## config.mk

```make
export PLATFORM = sky130hd
export DESIGN_NAME = anc_sample_sched
export DESIGN_NICKNAME = d
export VERILOG_FILES = /design/src/rtl/anc_sched_pkg.sv /design/src/rtl/anc_tap_cnt.sv /design/src/rtl/anc_sample_sched.sv
export SDC_FILE = /design/constraint.sdc
export NUM_CORES = 1
export LEC_CHECK = 0
export ABC_CLOCK_PERIOD_IN_PS = 2060
export CORE_MARGIN = 4
export CORE_UTILIZATION = 38
export DETAILED_ROUTE_END_ITERATION = 10
export PLACE_DENSITY_LB_ADDON = 0.1
export RECOVER_POWER = 100
export SYNTH_ARGS = -nofsm -noshare
export SYNTH_HDL_FRONTEND = slang
export SYNTH_SLANG_ARGS = --single-unit
```

## constraint.sdc

```tcl
create_clock -name clk -period 2.06 [get_ports clk]
set_input_delay 0.206 -clock clk [delete_from_list [all_inputs] [get_ports clk]]
set_output_delay 0.206 -clock clk [all_outputs]
set_load 0.05 [all_outputs]
```

## src/rtl/anc_sched_pkg.sv

```systemverilog
// Shared definitions for the ANC per-sample scheduler: the sequencing state
// encoding, default datapath sizing, and the bypass weight scaling helper.
package anc_sched_pkg;

    typedef enum logic [2:0] {
        ST_IDLE  = 3'd0,
        ST_FIR   = 3'd1,
        ST_DRAIN = 3'd2,
        ST_OUT   = 3'd3,
        ST_LMS   = 3'd4
    } sched_state_e;

    localparam int ANC_TAPS      = 32;
    localparam int ANC_MAC_LAT   = 2;
    localparam int ANC_BYP_SHIFT = 8;

    // Sign-extend a 7-bit bypass weight to the 16-bit weight format, then scale.
    function automatic logic [15:0] byp_weight(input logic [6:0] data, input int shift);
        logic [15:0] ext;
        ext = {{9{data[6]}}, data};
        return ext << shift;
    endfunction

endpackage

```

## src/rtl/anc_tap_cnt.sv

```systemverilog
// Tap address counter shared by the FIR and LMS sweeps (and reused to time
// the MAC drain). Clear wins over enable; counting wraps TAPS-1 -> 0.
module anc_tap_cnt
    import anc_sched_pkg::*;
#(
    parameter int TAPS = ANC_TAPS,
    parameter int AW   = $clog2(TAPS)
) (
    input  logic          clk,
    input  logic          rst,
    input  logic          clr,
    input  logic          en,
    output logic [AW-1:0] cnt,
    output logic          last
);

    localparam logic [AW-1:0] LAST_IDX = AW'(TAPS - 1);

    assign last = (cnt == LAST_IDX);

    // Tap index register: reset/clear to 0, advance and wrap when enabled.
    always_ff @(posedge clk) begin
        if (rst) begin
            cnt <= {AW{1'b0}};
        end else if (clr) begin
            cnt <= {AW{1'b0}};
        end else if (en) begin
            cnt <= last ? {AW{1'b0}} : cnt + AW'(1'b1);
        end else begin
            cnt <= cnt;
        end
    end

endmodule

```

## src/rtl/anc_sample_sched.sv

```systemverilog
// Per-sample scheduler for the ANC core: accepts one merged sample, then runs
// FIR sweep -> MAC drain -> output pulse -> LMS weight sweep on the shared tap
// datapath. Owns the weight-memory write port (LMS updates vs. FPGA bypass).
// Optional statistics counters are built when ANC_SCHED_STATS_EN is defined.
module anc_sample_sched
    import anc_sched_pkg::*;
#(
    parameter int TAPS      = ANC_TAPS,
    parameter int AW        = $clog2(TAPS),
    parameter int MAC_LAT   = ANC_MAC_LAT,
    parameter int BYP_SHIFT = ANC_BYP_SHIFT
) (
    input  logic          clk,
    input  logic          rst,
    input  logic          init_done,
    input  logic          bypass_mode_sel,
    input  logic          in_valid,
    output logic          in_ready,
    output logic [AW-1:0] tap_addr,
    output logic          mac_en,
    output logic          mac_clr,
    output logic          mac_last,
    output logic          out_valid,
    output logic          lms_en,
    input  logic [15:0]   lms_wdata,
    input  logic          byp_vld,
    input  logic [6:0]    byp_data,
    output logic          byp_rdy,
`ifdef ANC_SCHED_STATS_EN
    output logic [15:0]   sample_cnt,
    output logic [15:0]   overrun_cnt,
`endif
    output logic          w_we,
    output logic [AW-1:0] w_addr,
    output logic [15:0]   w_wdata
);

    localparam logic [AW-1:0] DRAIN_LAST = AW'(MAC_LAT - 1);
    localparam logic [AW-1:0] PTR_LAST   = AW'(TAPS - 1);
    // With no MAC pipeline the result is ready right after the last tap.
    localparam sched_state_e  FIR_EXIT   = (MAC_LAT == 0) ? ST_OUT : ST_DRAIN;

    sched_state_e  state;
    sched_state_e  state_next;
    logic          byp_mode_q;
    logic [AW-1:0] byp_ptr;
    logic [AW-1:0] cnt;
    logic          cnt_last;
    logic          cnt_clr;
    logic          cnt_en;
    logic          xfer;
    logic          byp_ok;
    logic          byp_fire;

    // An audio sample wins over a bypass weight in the same IDLE cycle.
    assign xfer     = (state == ST_IDLE) & init_done & in_valid;
    assign byp_ok   = (state == ST_IDLE) & init_done & bypass_mode_sel & ~in_valid & ~rst;
    assign byp_fire = byp_ok & byp_vld;

    anc_tap_cnt #(
        .TAPS (TAPS),
        .AW   (AW)
    ) u_tap_cnt (
        .clk  (clk),
        .rst  (rst),
        .clr  (cnt_clr),
        .en   (cnt_en),
        .cnt  (cnt),
        .last (cnt_last)
    );

    // State register; reset aborts any sweep in progress.
    always_ff @(posedge clk) begin
        if (rst) begin
            state <= ST_IDLE;
        end else begin
            state <= state_next;
        end
    end

    // Bypass mode is frozen per sample at the transfer cycle.
    always_ff @(posedge clk) begin
        if (rst) begin
            byp_mode_q <= 1'b0;
        end else if (xfer) begin
            byp_mode_q <= bypass_mode_sel;
        end else begin
            byp_mode_q <= byp_mode_q;
        end
    end

    // Bypass write pointer: cleared outside bypass mode, wraps at TAPS-1.
    always_ff @(posedge clk) begin
        if (rst) begin
            byp_ptr <= {AW{1'b0}};
        end else if (!bypass_mode_sel) begin
            byp_ptr <= {AW{1'b0}};
        end else if (byp_fire) begin
            byp_ptr <= (byp_ptr == PTR_LAST) ? {AW{1'b0}} : byp_ptr + AW'(1'b1);
        end else begin
            byp_ptr <= byp_ptr;
        end
    end

    // Next-state sequencing and tap counter control (counter restarts on every state change).
    always_comb begin
        state_next = state;
        cnt_en     = 1'b0;
        case (state)
            ST_IDLE: begin
                if (xfer) begin
                    state_next = ST_FIR;
                end else begin
                    state_next = ST_IDLE;
                end
            end
            ST_FIR: begin
                cnt_en = 1'b1;
                if (cnt_last) begin
                    state_next = FIR_EXIT;
                end else begin
                    state_next = ST_FIR;
                end
            end
            ST_DRAIN: begin
                cnt_en = 1'b1;
                if (cnt == DRAIN_LAST) begin
                    state_next = ST_OUT;
                end else begin
                    state_next = ST_DRAIN;
                end
            end
            ST_OUT: begin
                if (byp_mode_q) begin
                    state_next = ST_IDLE;
                end else begin
                    state_next = ST_LMS;
                end
            end
            ST_LMS: begin
                cnt_en = 1'b1;
                if (cnt_last) begin
                    state_next = ST_IDLE;
                end else begin
                    state_next = ST_LMS;
                end
            end
            default: begin
                state_next = ST_IDLE;
            end
        endcase
        cnt_clr = (state_next != state);
    end

    // Datapath strobes and weight-port mux; everything held low during reset.
    always_comb begin
        in_ready  = 1'b0;
        byp_rdy   = 1'b0;
        tap_addr  = {AW{1'b0}};
        mac_en    = 1'b0;
        mac_clr   = 1'b0;
        mac_last  = 1'b0;
        out_valid = 1'b0;
        lms_en    = 1'b0;
        w_we      = 1'b0;
        w_addr    = {AW{1'b0}};
        w_wdata   = 16'h0000;
        if (rst) begin
            in_ready = 1'b0;
        end else begin
            case (state)
                ST_IDLE: begin
                    in_ready = init_done;
                    byp_rdy  = byp_ok;
                    if (byp_fire) begin
                        w_we    = 1'b1;
                        w_addr  = byp_ptr;
                        w_wdata = byp_weight(byp_data, BYP_SHIFT);
                    end else begin
                        w_we    = 1'b0;
                    end
                end
                ST_FIR: begin
                    tap_addr = cnt;
                    mac_en   = 1'b1;
                    mac_clr  = (cnt == {AW{1'b0}});
                    mac_last = cnt_last;
                end
                ST_DRAIN: begin
                    mac_en = 1'b0;
                end
                ST_OUT: begin
                    out_valid = 1'b1;
                end
                ST_LMS: begin
                    tap_addr = cnt;
                    lms_en   = 1'b1;
                    w_we     = 1'b1;
                    w_addr   = cnt;
                    w_wdata  = lms_wdata;
                end
                default: begin
                    in_ready = 1'b0;
                end
            endcase
        end
    end

`ifdef ANC_SCHED_STATS_EN
    logic in_valid_q;

    // Previous in_valid, for rising-edge detection while busy.
    always_ff @(posedge clk) begin
        if (rst) begin
            in_valid_q <= 1'b0;
        end else begin
            in_valid_q <= in_valid;
        end
    end

    // Accepted-sample counter, free-running with wrap.
    always_ff @(posedge clk) begin
        if (rst) begin
            sample_cnt <= 16'h0000;
        end else if (xfer) begin
            sample_cnt <= sample_cnt + 16'h0001;
        end else begin
            sample_cnt <= sample_cnt;
        end
    end

    // Samples that showed up while a sweep was running; saturating.
    always_ff @(posedge clk) begin
        if (rst) begin
            overrun_cnt <= 16'h0000;
        end else if (in_valid && !in_valid_q && (state != ST_IDLE) && (overrun_cnt != 16'hFFFF)) begin
            overrun_cnt <= overrun_cnt + 16'h0001;
        end else begin
            overrun_cnt <= overrun_cnt;
        end
    end
`endif

endmodule

```

After elaboration in Yosys (flattened, before gate mapping):

Index checks and enable logic that the tools add are counted.

* register bits after elaboration: 14
* logic and storage cells: 63
* output and inout bits: 34
* bits of input ports: 29

* bitwise logic cells: 9
* reduce and logical (&&, ||, !) cells: 6
* equal/unequal tests: 8
* $add $sub $neg: 2
* mux-type cells: 34

Operator list (count)
* $mux 16: 2
* $pmux 16 s2: 1
* $mux 5: 6
* $mux 1: 19
* $pmux 3 s5: 1
* $add 5x1->5 const B: 2
* $eq 5x5->1 const B: 2
* $pmux 5 s2: 1
* $and 1x1->1: 6
* $eq 3x2->1 const B: 2
* $mux 3: 2
* $reduce_or 2->1: 3
* $eq 5x1->1 const B: 1
* $logic_not 5->1: 1
* $eq 3x1->1 const B: 1
* $eq 3x3->1 const B: 1
* $logic_not 3->1: 1
* $ne 3x3->1: 1
* $not 1->1: 3
* $reduce_or 3->1: 1
* $mux 2: 1
* $pmux 1 s2: 1

Logic depth before layout (Yosys ltp):

Gate-level depths: netlist (run 1).

* depth after elaboration: 9
* mapped depth: 7
* mapped depth without buffers: 6

Hierarchy:

Synthesis (run 1) repeated with hierarchy kept, for this count alone.

* cells, all modules: 147
* area total of the unflattened synthesis: 1111.1 µm²

By module, submodules not included
* anc_sample_sched: cells each 125, seq. area each 180.2 µm², area each 882.1 µm², times used 1
* anc_tap_cnt: cells each 22, seq. area each 100.1 µm², area each 229.0 µm², times used 1

Worst setup path after synthesis (run 1):

OpenSTA, ideal clock, no wires.

* path kind: register -> output
* start: register u_tap_cnt.cnt[0]
* end: output mac_last
* data arrival time: 2.711 ns
* data required time: 1.854 ns
* path slack: -0.857 ns
* path buffers: 1
* cell stages (with the launch flop): 7
* cells stage by stage: dfxtp_1 ha_1 and3_1 ha_1 clkbuf_1 inv_1 nor4_1

* longest elaborated chain between the ends: 3

Ends and longest elaborated chain
* start: declaration: RTL line anc_tap_cnt.sv:13 `output logic [AW-1:0] cnt,`
* start signal: assignment: RTL line anc_tap_cnt.sv:24 `cnt <= {AW{1'b0}};`
* start signal: assignment: RTL line anc_tap_cnt.sv:26 `cnt <= {AW{1'b0}};`
* start signal: assignment: RTL line anc_tap_cnt.sv:28 `cnt <= last ? {AW{1'b0}} : cnt + AW'(1'b1);`
* $eq 5x5->1: RTL line anc_tap_cnt.sv:19 `assign last = (cnt == LAST_IDX);`
* $mux 1: RTL line anc_sample_sched.sv:171 `case (state)`
* $mux 1: RTL line anc_sample_sched.sv:168 `if (rst) begin`
* end: declaration: RTL line anc_sample_sched.sv:22 `output logic mac_last,`

No other way between the ends.

Worst setup path in the final report (run 1):

* start: register state[1]
* end: output w_wdata[14]

* longest elaborated chain between the ends: 9
* elaborated cells between the ends (all ways): 10
* classes of those cells: 1 x eq/ne; 3 x mux; 5 x bitwise; 1 x reduce/logical

Ends and longest elaborated chain
* start: declaration: RTL line anc_sample_sched.sv:43 `sched_state_e state;`
* start signal: assignment: RTL line anc_sample_sched.sv:77 `state <= state_next;`
* $logic_not 3->1: RTL line anc_sample_sched.sv:57, anc_sample_sched.sv:171
* $and 1x1->1 (4 in series): RTL line anc_sample_sched.sv:57 `assign byp_ok = (state == ST_IDLE) & init_done & bypass_mode_sel & ~in_valid & ~rst;`
* $and 1x1->1: RTL line anc_sample_sched.sv:58 `assign byp_fire = byp_ok & byp_vld;`
* $mux 16: RTL line anc_sample_sched.sv:175 `if (byp_fire) begin`
* $pmux 16 s2 *: RTL line anc_sample_sched.sv:171
* $mux 16 *: RTL line anc_sample_sched.sv:168
* end: declaration: RTL line anc_sample_sched.sv:35 `output logic [15:0] w_wdata`

Every way passes the cells marked *; elsewhere a longest branch is shown, timed or not.

==> results by stage, run 1 <==
Setup path:
- By instance count, the cell type seen most on the critical path is sky130_fd_sc_hd__buf_12.
- The critical path is of the register to primary output type.
- The setup check on the worst reg-to-reg path leaves a slack of 0.07 ns.
- The arrival time at the worst endpoint is 1.86 ns.
- Counting cells, the worst reg-to-reg path comes to 7.
- At the worst endpoint, the required time is 1.85 ns.
- The launching instance or port of the critical path is state[1].
- In this run the number of cells on the critical path is 6.
- The capture point of the critical path is w_wdata[14].
- The largest incremental delay on the critical path is 0.38 ns.
- The cell family with the largest share of critical-path delay is simple AND/OR/NAND/NOR gates.
- The slowest stage cell on the critical path is sky130_fd_sc_hd__dfxtp_4.
- The worst register-to-register path ends at u_tap_cnt.cnt[4].
- The endpoint class of the critical path is a primary output.
- Together, buffers and inverters on the worst path number 2.
- The critical path goes through nor4b_4 -> and4b_2 -> buf_12 -> nand2_2 -> a21oi_4 -> buf_12.
- The worst setup path is launched from a register.
- In this run the critical register-to-register path is launched from u_tap_cnt.cnt[1].
- Along the worst path, the maximum fanout reaches 11.

CTS:
- The clock latency on the worst-skew pair is 0.28 ns.
- Hold repair after CTS inserted 0 buffers.
- The number of buffers added by the clock tree synthesis step is 3.
- Clock-pin slew was measured on the worst setup and hold paths at 0.09 ns.
- The cell sitting at the root of the clock tree is a sky130_fd_sc_hd__clkbuf_4.
- TritonCTS built the clock tree.
- The worst-case clock buffer depth is 2.
- The number of levels in the clock H-tree is 1.
- The clock drives 14 sinks.

Routing:
- The routed layout has 1566 vias.
- The detail route stage leaves a number of antenna-violating nets equal to 0.
- In the routed layout, each cell is associated on average with a via count of 6.02.
- The DRC violations left is 0.
- The DRC violation total after the first TritonRoute iteration is 85.
- In the final routed layout, each cell accounts on average for 18.4 µm.
- Before antenna repair, the detailed router went through 4 iterations.
- The detailed-route wire length is 4.78 mm.

Status:
- The run finished, with violations left.
- The final reports fail on negative setup slack.

Timing:
- Setup repair after global routing could not meet its margin everywhere.
- The final setup slack of the worst path is -0.0110 ns.
- Hold timing on the final database bottoms out at a slack of 0.491 ns.
- The relative max-transition margin is 64.0%.
- Based on the critical path, the design can be clocked at up to 0.483 GHz.
- Subtracting the final worst setup slack from the clock period gives 2.07 ns.
- The transition at the pin with the smallest max-transition slack is 0.539 ns.
- The number of failing hold endpoints at the final stage is 0.
- The number of slew-limit violations in the final report is 0.
- The share of the cycle needed by the critical path after routing is 101%.
- Setup violations remaining at the end of the flow were counted as 2.
- The setup clock skew after layout is 0.00634 ns.

Placement:
- Routability-driven placement finished with a final weighted congestion of 0.910.
- The number of port buffers is 62.
- The standard cell area after detailed placement is 0.00228 mm².
- After legalization and detailed placement, the total HPWL measured 3.38 mm.

GRT:
- The met1 track demand over resource in global routing is 27.5%.
- The total global routing track utilization is 22.0%.
- Global routing consumed, on the met3 layer, 5.04% of the routing resources.
- The met2 capacity usage during global routing is 38.5%.
- The number of antenna violations at the first check in global routing is 0.
- The first global-routing pass estimated 7.12 mm of wire.
- The pin count of the biggest net entering global routing is 23.
- The via count of the first global-routing pass is 1464.
- The total overflow left after global routing is 0.
- The layer with the highest usage is met2.

Synth:
- The fraction of synthesized cell area taken by the top area cell type is 24.8%.
- The post-synthesis net count is 188.
- After technology mapping, the gate count stands at 153.
- The commonest register cell after synthesis is sky130_fd_sc_hd__dfxtp_1.
- Sorting the synthesized cells by area gives the leading types as sky130_fd_sc_hd__dfxtp_1 (25%), sky130_fd_sc_hd__a22oi_1 (7.3%), sky130_fd_sc_hd__and3_1 (6.6%), sky130_fd_sc_hd__ha_1 (6.6%), sky130_fd_sc_hd__nor2_1 (6.3%).
- The synthesized area divided by synthesized cell count is 7.40 µm².
- The area of the mapped netlist is 0.00113 mm².
- Sequential elements use 24.8% of the synthesized area.
- The synthesized design spends more area on one cell type than any other, namely sky130_fd_sc_hd__dfxtp_1.
- The synthesized design contains 0 enable-type register cells.
- In the synthesized netlist the async set-or-reset flop fraction comes to 0%.
- Yosys printed 0 warnings.
- The synthesized netlist contains 35 unique library cells.
- Synthesis inferred 14 register bits.

Finish:
- From synthesis to final layout, the design area changed by 115%.
- Of the cells placed in the final design, the portion with a size suffix greater than 1 is 38.4%.
- Leaving out fill and tap cells, the most frequent cells in the layout are sky130_fd_sc_hd__buf_12 (35), sky130_fd_sc_hd__clkdlybuf4s50_1 (27), sky130_fd_sc_hd__buf_4 (18).
- The number of antenna cells inserted is 0.
- The net count of the finished layout is 265.
- The final core utilization is 86.8%.
- The area of all placed cells without fillers is 0.00244 mm².
- The library cell used most frequently in the layout, excluding fill and tap cells, is sky130_fd_sc_hd__buf_12.

Die:
- The die area is 0.00392 mm².
- In this run the count of I/O pins placed on the die edge is 63.
- The floorplan step set the die height to 62.6 µm.
- The core outline area is 0.00281 mm².
- The horizontal extent of the die is 62.6 µm.
- The floorplan has 19 rows.
- For this configuration, the core starts out at a cell density of 40.4%.

Flow run:
- Max-cap violations in this run came to 0.

Pwr:
- The analysis attributes to cell leakage a power of 0.963 nW.
- The power density relative to cell area is 281 mW/mm².
- The design draws 0.684 mW.
- The maximum vdd drop is 286 µV.

Worst hold path:
- The type of the most critical hold path is register to register.
## through the flow
step / setup TNS (ns) / setup WS [ns] / std cells
2_1_floorplan: -0.334 / -0.0982 / 153
3_3_place_gp: 0 / 0.00792 / 251
3_5_place_dp: -0.310 / -0.0860 / 251
4_1_cts: 0 / 0.0141 / 256
5_1_grt: -0.836 / -0.0891 / 260
6_report: -0.0111 / -0.0110 / 260
## state kept, by name, indices dropped and copies added (netlist names)
| register | flops |
|---|---|
| byp_mode_q | 1 |
| byp_ptr | 5 |
| state | 3 |
| u_tap_cnt.cnt | 5 |
## report_power, final
group | internal [mW] | total [mW] | switching, mW
registers | 0.273 | 0.278 | 0.00508
clock network | 0.107 | 0.205 | 0.0976
logic | 0.107 | 0.201 | 0.0939
total | 0.487 | 0.684 | 0.197
## per-layer routing
| metal | up-vias | share of wire [%] |
|---|---|---|
| met5 | - | 0 |
| met2 | 103 | 50 |
| met3 | 6 | 8.2 |
| met1 | 743 | 41 |
| met4 | 0 | 1.2 |
| li1 | 714 | - |
## kinds of logic after synthesis
kind of cell	synth area share [%]
buffers and inverters	5.19
DFF	24.8
AOI/OAI and AO/OA	19.7
muxes	3.54
adders and majority gates	6.63
and+or+nand+nor	39.4
xor gates and xnor gates	0.774
## synth_stat cells (2+ instances only)
library cell / n
sky130_fd_sc_hd__nor2_1: 19
sky130_fd_sc_hd__dfxtp_1: 14
sky130_fd_sc_hd__nand2_1: 14
sky130_fd_sc_hd__and3_1: 12
sky130_fd_sc_hd__a22oi_1: 11
sky130_fd_sc_hd__a21oi_1: 8
sky130_fd_sc_hd__clkbuf_1: 7
sky130_fd_sc_hd__nor3_1: 7
sky130_fd_sc_hd__o21ai_0: 7
sky130_fd_sc_hd__and2_1: 6
sky130_fd_sc_hd__ha_1: 6
sky130_fd_sc_hd__inv_1: 4
sky130_fd_sc_hd__mux2i_1: 4
sky130_fd_sc_hd__a211oi_1: 3
sky130_fd_sc_hd__nor3b_1: 3
sky130_fd_sc_hd__nor4bb_1: 3
sky130_fd_sc_hd__buf_2: 2
sky130_fd_sc_hd__nand2b_1: 2
sky130_fd_sc_hd__nand3_1: 2
sky130_fd_sc_hd__or2_2: 2
sky130_fd_sc_hd__or3_1: 2
sky130_fd_sc_hd__or4b_1: 2
## tightest hold or removal path: cells and delay by family, from the launching register on
kind | cells | cell delay [ns]
DFF | 1 | 0.33
and+or+nand+nor | 1 | 0.06
AOI/OAI and AO/OA | 1 | 0.06
## worst min-delay path by stage
stage                    startpoint    endpoint  slack (ns)  cells past startpoint
CTS                      byp_mode_q  byp_mode_q        0.46                      2
global placement         byp_mode_q  byp_mode_q        0.44                      2
detailed placement       byp_mode_q  byp_mode_q        0.45                      2
finish                   byp_mode_q  byp_mode_q        0.49                      2
floorplan           bypass_mode_sel  byp_mode_q        0.35                      2
global route              init_done    state[0]        0.50                      5
## what timing repair did
action,in CTS,in global routing
gates resized for setup,8,10
pin swaps,2,2
cloned,0,1
hold endpoints to repair,0,0
setup buffers,1,3
endpoints found under the setup margin,20,20
## cell type report
type	count	area (µm²)
inverters	4	15.0
repair buffers	82	1140
multi-input cells	125	917
clock buffers	4	36.3
flip-flops and latches	14	289
well taps	31	38.8
fillers	137	369
No activity file was read; power rests on OpenSTA's default activity.
==> inputs of run 2 (changes only) <==
--- a/config.mk
+++ b/config.mk
@@ -10,7 +10,7 @@
 export CORE_UTILIZATION = 38
 export DETAILED_ROUTE_END_ITERATION = 10
 export PLACE_DENSITY_LB_ADDON = 0.1
-export RECOVER_POWER = 100
+export RECOVER_POWER = 50
 export SYNTH_ARGS = -nofsm -noshare
 export SYNTH_HDL_FRONTEND = slang
 export SYNTH_SLANG_ARGS = --single-unit
==> results of run 2 <==
No change in the layout: final DEF, timing and power equal those of run 1.
